**src/rtl/instr_mem_loader.sv**
```systemverilog
// Program loader: frames a byte stream (start, length, data, checksum)
// into little-endian words on the instruction-memory write port.
module instr_mem_loader #(
    parameter int          DWIDTH     = 32,
    parameter int          MEM_SIZE   = 16384,
    parameter logic [7:0]  START_BYTE = 8'hA5
) (
    input  logic              Clk_Core,
    input  logic              Rst_Core,
    input  logic [7:0]        Rx_Data,
    input  logic              Rx_Valid,
    output logic              Rx_Ready,
    output logic              Mem_Wr_En,
    output logic [DWIDTH-1:0] Mem_Wr_Addr,
    output logic [31:0]       Mem_Wr_Data,
    output logic              Core_Hold,
    output logic              Load_Done,
    output logic              Load_Err
);

    typedef enum logic [2:0] {
        S_IDLE,
        S_LEN_LO,
        S_LEN_HI,
        S_DATA,
        S_CSUM,
        S_DONE
    } state_t;

    localparam logic [16:0] MAX_WORDS = 17'(MEM_SIZE);

    state_t            r_state;
    logic [15:0]       r_word_cnt;
    logic [15:0]       r_word_idx;
    logic [1:0]        r_byte_idx;
    logic [7:0]        r_csum;
    logic [23:0]       r_asm;
    logic              r_wr_en;
    logic [DWIDTH-1:0] r_wr_addr;
    logic [31:0]       r_wr_data;
    logic              r_done;
    logic              r_err;

    logic              w_fire;
    logic [15:0]       w_len;
    logic              w_last;
    logic [DWIDTH-1:0] w_word_addr;

    assign Rx_Ready    = !Rst_Core && (r_state != S_DONE);
    assign w_fire      = Rx_Valid && Rx_Ready;
    assign w_len       = {Rx_Data, r_word_cnt[7:0]};
    assign w_last      = (r_word_idx == r_word_cnt - 16'd1);
    assign w_word_addr = DWIDTH'({r_word_idx, 2'b00});

    assign Mem_Wr_En   = r_wr_en;
    assign Mem_Wr_Addr = r_wr_addr;
    assign Mem_Wr_Data = r_wr_data;
    assign Load_Done   = r_done;
    assign Load_Err    = r_err;
    assign Core_Hold   = (r_state != S_IDLE) || r_err;

    always_ff @(posedge Clk_Core) begin
        if (Rst_Core) begin
            r_state    <= S_IDLE;
            r_word_cnt <= '0;
            r_word_idx <= '0;
            r_byte_idx <= '0;
            r_csum     <= '0;
            r_asm      <= '0;
            r_wr_en    <= 1'b0;
            r_wr_addr  <= '0;
            r_wr_data  <= '0;
            r_done     <= 1'b0;
            r_err      <= 1'b0;
        end else begin
            r_wr_en <= 1'b0;
            r_done  <= 1'b0;
            case (r_state)
                S_IDLE: begin
                    if (w_fire && Rx_Data == START_BYTE) begin
                        r_err      <= 1'b0;
                        r_word_idx <= '0;
                        r_byte_idx <= '0;
                        r_csum     <= '0;
                        r_state    <= S_LEN_LO;
                    end
                end
                S_LEN_LO: begin
                    if (w_fire) begin
                        r_word_cnt[7:0] <= Rx_Data;
                        r_state         <= S_LEN_HI;
                    end
                end
                S_LEN_HI: begin
                    if (w_fire) begin
                        r_word_cnt[15:8] <= Rx_Data;
                        if ({1'b0, w_len} > MAX_WORDS) begin
                            r_err   <= 1'b1;
                            r_state <= S_IDLE;
                        end else if (w_len == 16'd0) begin
                            r_state <= S_CSUM;
                        end else begin
                            r_state <= S_DATA;
                        end
                    end
                end
                S_DATA: begin
                    if (w_fire) begin
                        r_csum     <= r_csum ^ Rx_Data;
                        r_byte_idx <= r_byte_idx + 2'd1;
                        case (r_byte_idx)
                            2'd0: r_asm[7:0]   <= Rx_Data;
                            2'd1: r_asm[15:8]  <= Rx_Data;
                            2'd2: r_asm[23:16] <= Rx_Data;
                            default: begin
                                // lane 3 completes the word; write it next cycle
                                r_wr_en    <= 1'b1;
                                r_wr_addr  <= w_word_addr;
                                r_wr_data  <= {Rx_Data, r_asm};
                                r_word_idx <= r_word_idx + 16'd1;
                                if (w_last)
                                    r_state <= S_CSUM;
                            end
                        endcase
                    end
                end
                S_CSUM: begin
                    if (w_fire) begin
                        if (Rx_Data == r_csum) begin
                            r_done  <= 1'b1;
                            r_state <= S_DONE;
                        end else begin
                            r_err   <= 1'b1;
                            r_state <= S_IDLE;
                        end
                    end
                end
                default: begin
                    r_state <= S_IDLE;
                end
            endcase
        end
    end

endmodule

```
**config.mk**
```make
export PLATFORM = sky130hd
export DESIGN_NAME = instr_mem_loader
export DESIGN_NICKNAME = d
export VERILOG_FILES = /design/src/rtl/instr_mem_loader.sv
export SDC_FILE = /design/constraint.sdc
export NUM_CORES = 1
export LEC_CHECK = 0
export CAP_MARGIN = 10
export CORE_MARGIN = 8
export CORE_UTILIZATION = 25
export CTS_CLUSTER_SIZE = 24
export DETAILED_ROUTE_END_ITERATION = 6
export SYNTH_ARGS = -nofsm -noshare
export SYNTH_HDL_FRONTEND = slang
export SYNTH_SLANG_ARGS = --single-unit
```
**constraint.sdc**
```tcl
create_clock -name Clk_Core -period 6.5 [get_ports Clk_Core]
set_input_delay 1.3 -clock Clk_Core [delete_from_list [all_inputs] [get_ports Clk_Core]]
set_output_delay 1.3 -clock Clk_Core [all_outputs]
set_load 0.01 [all_outputs]
```
==> results.sh, run 1 <==
export IMPL_holdWs_ns=0.449
export IMPL_finalCriticalPeriod_ns=3.62
export IMPL_async_reset_ff_share_pct=0
export IMPL_yosysSeqAreaShare_pct=43.5
export IMPL_place_congestion=0.803
export IMPL_drt_iter0_markers=491
export IMPL_synth_compound_area_share_pct=14.4
export IMPL_dieArea_um2=27100
export IMPL_hold_violations=0
export IMPL_final_setup_viol_count=0
export IMPL_skew_ns=0.00590
export IMPL_port_buffers=63
export IMPL_numPlacedInstances=986
export IMPL_max_freq_mhz=276
export IMPL_p_leak_uw=0.00243
export IMPL_fillers=2327
export IMPL_grtUsageTotal_pct=11.3
export IMPL_wl_mm=15.0
export IMPL_vias_per_cell=4.67
export IMPL_cp_required_ns=6.78
export IMPL_maxSlewHeadroom_pct=45.0
export IMPL_antenna_found_initial=0
export IMPL_r2r_setup_slack_ns=3.81
export IMPL_gr_total_overflow=0
export IMPL_slowest_stage="clkdlybuf4s50_1"
export IMPL_maxCapViolations=0
export IMPL_hold_depth=2
export IMPL_synth_seq_cells=120
export IMPL_clk_pin_slew_ns=0.05
export IMPL_drtPass1Iterations=6
export IMPL_grt_setup_unrepaired="false"
export IMPL_setup_tns_ns=0
export IMPL_core_area_um2=21800
export IMPL_status="completed"
export IMPL_yosys_area_share_xor_xnor_pct=5.56
export IMPL_post_route_period_util_pct=55.7
export IMPL_num_nets_final=743
export IMPL_drc=0
export IMPL_avgSynthCellArea_um2=8.01
export IMPL_worstSkewPairLatency_ns=0.41
export IMPL_worst_pin_slew_ns=0.823
export IMPL_area_growth_pct=24.1
export IMPL_cts_max_path_buffers=2
export IMPL_finalWorstSetupSlack_ns=2.88
export IMPL_cts_tree="yes"
export IMPL_worst_setup_path_end_kind="flip-flop"
export IMPL_synth_adder_area_share_pct=1.59
export IMPL_layout_drive_gt1_share_pct=6.24
export IMPL_grt_pass1_vias=4471
export IMPL_final_cell_mix="nand2_1, dfxtp_1, a21oi_1"
export IMPL_final_cells=1017
export IMPL_cpPeakStageDelay_ns=0.82
export IMPL_synth_edf_count=0
export IMPL_pre_cts_slack_ns=2.54
export IMPL_rows=54
export IMPL_hpwl_mm=10.4
export IMPL_path_class="primary input to flip-flop"
export IMPL_root_buffer="clkbuf_16"
export IMPL_min_path_type="flip-flop to flip-flop"
export IMPL_cts_made_buffers=17
export IMPL_io_pins=80
export IMPL_synth_top_family_by_area="simple AND/OR/NAND/NOR gates"
export IMPL_cts_hold_buf=0
export IMPL_diodes=0
export IMPL_post_cts_resized=0
export IMPL_rr_startpoint="r_word_cnt[0]$_SDFFE_PP0P_"
export IMPL_synth_flop_cell="dfxtp_1"
export IMPL_muxShareOfSynthArea_pct=2.56
export IMPL_syn_area_um2=5520
export IMPL_finalPower_uw=1710
export IMPL_synth_simple_area_share_pct=25.5
export IMPL_min_from="Mem_Wr_Addr[16]$_SDFFE_PP0P_"
export IMPL_clkSinkCount=120
export IMPL_synthDistinctLibCells=59
export IMPL_die_h_um=165
export IMPL_grt_max_degree=77
export IMPL_reg2reg_depth=8
export IMPL_r2r_end="r_state[1]$_SDFFE_PP0P_"
export IMPL_ant_nets=0
export IMPL_htreeDepth=4
export IMPL_mostFrequentLayoutCell="nand2_1"
export IMPL_power_density_nw_per_um2=250
export IMPL_ir_drop_mv=0.191
export IMPL_start_util_pct=25.4
export IMPL_slew_viol_final=0
export IMPL_crit_path_start_kind="primary input"
export IMPL_cp_data_arrival_time_ns=3.89
export IMPL_fp_dieW_um=165
export IMPL_critPathMaxFanout=11
export IMPL_grt_pass1_wl_mm=24.2
export IMPL_hold_end="Mem_Wr_Addr[16]$_SDFFE_PP0P_"
export IMPL_wl_per_cell_um=14.7
export IMPL_via_count=4747
export IMPL_register_area_um2=2400
export IMPL_multi_input_area_um2=2810
export IMPL_cp_common_cell="nand4_1"
export IMPL_synth_cells=689
export IMPL_post_cts_buffers=0
export IMPL_synth_warnings=0
export IMPL_path_cells="clkdlybuf4s50_1, nor4b_1, nand4_1, a2111oi_4, nand4_1, xor2_1, nor2_1"
[cell families (layout without fill, tap and decap cells)]
| family | Yosys count | in the layout |
|---|---|---|
| simple gates | 300 | 300 |
| compound gates | 132 | 132 |
| flops | 120 | 120 |
| buf+inv | 80 | 113 |
| xor+xnor | 35 | 35 |
| mux | 14 | 14 |
| fa+ha+maj | 7 | 7 |
| other cells | 1 | 16 |
[state kept, by name, summed over array words and instances, names as in the netlist]
name	flops
r_csum	8
r_asm	24
Load_Done	1
r_state	3
Load_Err	1
r_word_idx	16
Mem_Wr_Data	32
Mem_Wr_En	1
Mem_Wr_Addr	16
r_word_cnt	16
r_byte_idx	2
[per-stage QoR]
step	instance area, um2	util [%]
floorplan	5570	-
global placement	6270	28.8
detailed placement	6270	28.8
CTS	6850	31.5
global route	6850	31.5
finish	6850	31.5
[worst max path at each step]
| stage | from | to | slack [ns] |
|---|---|---|---|
| after floorplan | Rst_Core | Rx_Ready | 3.07 |
| after global placement | Rx_Data[1] | r_word_idx[10]$_SDFFE_PP0P_ | 2.58 |
| after detailed placement | Rx_Data[0] | r_word_idx[10]$_SDFFE_PP0P_ | 2.54 |
| after CTS | Rst_Core | Rx_Ready | 2.96 |
| after global routing | Rx_Data[0] | r_word_idx[10]$_SDFFE_PP0P_ | 2.63 |
| final | Rx_Data[0] | r_word_idx[15]$_SDFFE_PP0P_ | 2.88 |
[critical path: cells and delay by family]
| kind | cells | cell delay, ns |
|---|---|---|
| AOI/OAI and AO/OA | 1 | 0.57 |
| and+or+nand+nor | 4 | 1.03 |
| xor gates and xnor gates | 1 | 0.17 |
| buffers and inverters | 1 | 0.82 |
[Yosys cell counts, drive strengths merged (2+ instances only)]
master	number	area, um2
nand2	142	533
nand3b	2	15.0
or3	2	12.5
dfxtp	120	2400
and4b	2	20.0
buf	24	163
o2111ai	2	17.5
nor4	9	98.8
and3	8	50.1
o311ai	2	17.5
nor2b	6	37.5
and2	2	12.5
nor3	11	60.1
nor2	61	229
clkbuf	40	150
a22oi	9	67.6
a211oi	3	27.5
a21boi	2	15.0
nor4b	3	26.3
o31ai	3	27.5
o22ai	2	12.5
a2111oi	2	36.3
nand2b	4	25.0
nor3b	3	32.5
inv	16	60.1
o21ai	13	65.1
and4	3	26.3
mux2i	13	130
xor2	16	140
xnor2	19	166
a21oi	84	420
nand4	8	50.1
nand3	32	160
a31oi	3	18.8
ha	7	87.6
[routing by layer]
layer / vias up / routed length (um) / track usage, %
met3: 17 / 1050 / 3.19
met4: 0 / 226 / 4.83
li1: 2385 / - / -
met5: - / 0 / 0
met2: 143 / 6440 / 16.0
met1: 2202 / 7240 / 15.8
[report_power, final]
part | total [uW] | internal [uW] | switching (uW)
logic | 45.3 | 11.0 | 34.4
registers | 737 | 736 | 0.491
clock network | 930 | 605 | 325
total | 1710 | 1350 | 360
[area by class of cell]
cell class / count / share of cell area, %
multi-input combinational: 504 / 41.0
sequential: 120 / 35.1
timing repair buffer: 66 / 9.50
clock buffer: 21 / 6.58
tap: 280 / 5.12
clock inverter: 10 / 1.86
inverter: 16 / 0.877
(Power assumes the default switching activity.)
==> run 2: changes to the inputs <==
clock period = 3.5 ns   (was 6.5 ns; I/O delays follow)
==> run 2 against run 1 <==
- global-route usage up 0.20 points
- largest cell class unchanged
- flip-flop and latch count is the same
- sequential power up 86%
- core utilization is 0.60 points higher
- sequential share of layout area fell by 0.66 points
- combinational power is 110% higher
- cell count grew 1.5%
- via count grew 0.80%
- non-clock buffer count is 15 higher
- first-iteration DRC count fell by 25%
- design area is 1.9% higher
- wire length increased by 3.4%
==> results.sh, run 2 (synthesis gave the netlist of run 1 again) <==
export IMPL_numPlacedInstances=1001
export IMPL_post_route_period_util_pct=76.8
export IMPL_clk_pin_slew_ns=0.05
export IMPL_r2r_end="r_state[1]$_SDFFE_PP0P_"
export IMPL_port_buffers=63
export IMPL_worst_setup_path_end_kind="output pin"
export IMPL_finalPower_uw=3190
export IMPL_antenna_found_initial=0
export IMPL_dieArea_um2=27100
export IMPL_power_density_nw_per_um2=456
export IMPL_skew_ns=0.00534
export IMPL_diodes=0
export IMPL_core_area_um2=21800
export IMPL_fp_dieW_um=165
export IMPL_status="completed"
export IMPL_min_from="Mem_Wr_Data[1]$_SDFFE_PP0P_"
export IMPL_ant_nets=0
export IMPL_final_setup_viol_count=0
export IMPL_maxSlewHeadroom_pct=46.3
export IMPL_reg2reg_depth=8
export IMPL_io_pins=80
export IMPL_postLayoutCoreUtil_pct=32.1
export IMPL_largest_reg_flops=32
export IMPL_layout_drive_gt1_share_pct=8.11
export IMPL_worst_pin_slew_ns=0.806
export IMPL_slew_viol_final=0
export IMPL_cts_made_buffers=17
export IMPL_area_growth_pct=26.5
export IMPL_vias_per_cell=4.64
export IMPL_wl_per_cell_um=15.0
export IMPL_max_freq_mhz=372
export IMPL_register_area_um2=2400
export IMPL_die_h_um=165
export IMPL_cts_hold_buf=0
export IMPL_finalCriticalPeriod_ns=2.69
export IMPL_fillers=2327
export IMPL_r2r_setup_slack_ns=0.81
export IMPL_hpwl_mm=10.8
export IMPL_critPathMaxFanout=14
export IMPL_hold_violations=0
export IMPL_grt_pass1_vias=4472
export IMPL_setup_tns_ns=0
export IMPL_multi_input_area_um2=2810
export IMPL_wl_mm=15.5
export IMPL_post_cts_resized=0
export IMPL_path_class="flip-flop to output pin"
export IMPL_cp_required_ns=2.80
export IMPL_start_util_pct=25.4
export IMPL_rows=54
export IMPL_rr_startpoint="r_word_cnt[0]$_SDFFE_PP0P_"
export IMPL_num_nets_final=758
export IMPL_cp_data_arrival_time_ns=1.99
export IMPL_grt_max_degree=78
export IMPL_grt_pass1_wl_mm=24.5
export IMPL_p_leak_uw=0.00250
export IMPL_clkSinkCount=120
export IMPL_final_cell_mix="nand2_1, dfxtp_1, a21oi_1"
export IMPL_final_cells=1032
export IMPL_finalInstanceArea_um2=6980
export IMPL_maxCapViolations=0
export IMPL_root_buffer="clkbuf_16"
export IMPL_mostFrequentLayoutCell="nand2_1"
export IMPL_via_count=4785
export IMPL_worstSkewPairLatency_ns=0.42
export IMPL_post_cts_buffers=0
export IMPL_hold_depth=2
export IMPL_htreeDepth=4
export IMPL_drtPass1Iterations=5
export IMPL_hold_end="Mem_Wr_Data[1]$_SDFFE_PP0P_"
export IMPL_ir_drop_mv=0.373
export IMPL_crit_path_start_kind="flip-flop"
export IMPL_place_area_um2=6400
export IMPL_drt_iter0_markers=370
export IMPL_gr_total_overflow=0
export IMPL_grtUsageTotal_pct=11.5
export IMPL_cts_tree="yes"
export IMPL_cts_max_path_buffers=2
export IMPL_grt_setup_unrepaired="false"
export IMPL_drc=0
export IMPL_place_congestion=0.838
export IMPL_min_path_type="flip-flop to flip-flop"
## run 2: cell count changes in the layout (fill, tap and decap cells not counted), sizes merged
cell,before,now
bufinv,3,2
buf,4,19
clkbuf,21,24
clkinvlp,1,3
clkinv,6,2
## run 2: layout make-up
class | instances | area share, %
clock inverters | 7 | 1.33
multi-input cells | 504 | 40.2
inverters | 16 | 0.860
clock buffers | 24 | 7.04
flip-flops and latches | 120 | 34.4
repair buffers | 81 | 11.1
well taps | 280 | 5.02
## run 2: worst max-delay path: stages (launching register included)
cell and delay (ns):
dfxtp_1 0.66, nor3_1 0.18, nand2b_1 0.18, clkdlybuf4s50_1 0.56
## run 2: how the worst max path moves through the flow
stage	startpoint	end	depth (start not counted)
3_5_place_dp	Rx_Data[1]	r_word_idx[15]$_SDFFE_PP0P_	8
3_3_place_gp	Rx_Data[1]	r_word_idx[15]$_SDFFE_PP0P_	8
2_1_floorplan	r_word_cnt[0]$_SDFFE_PP0P_	r_state[2]$_SDFFE_PP0P_	10
5_1_grt	r_word_cnt[0]$_SDFFE_PP0P_	r_state[1]$_SDFFE_PP0P_	8
6_report	r_state[2]$_SDFFE_PP0P_	Core_Hold	3
4_1_cts	r_state[2]$_SDFFE_PP0P_	Core_Hold	3
## run 2: layer usage
| metal | GRT usage (%) | vias to the layer above | wire [um] |
|---|---|---|---|
| met4 | 4.71 | 0 | 172 |
| met5 | 0 | - | 0 |
| met2 | 17.3 | 120 | 6720 |
| met3 | 2.72 | 10 | 813 |
| li1 | - | 2409 | - |
| met1 | 15.6 | 2246 | 7770 |
## run 2: stage by stage
stage               hold slack [ns]  setup WS [ns]
floorplan                     0.432           1.09
global placement              0.442          0.476
detailed placement            0.447          0.488
CTS                           0.453          0.799
global route                  0.472          0.604
finish                        0.450          0.812
## run 2: power breakdown
group / switching [uW] / internal (uW) / total, uW
Combinational: 67.3 / 27.1 / 94.4
Clock: 606 / 1120 / 1720
Sequential: 0.900 / 1370 / 1370
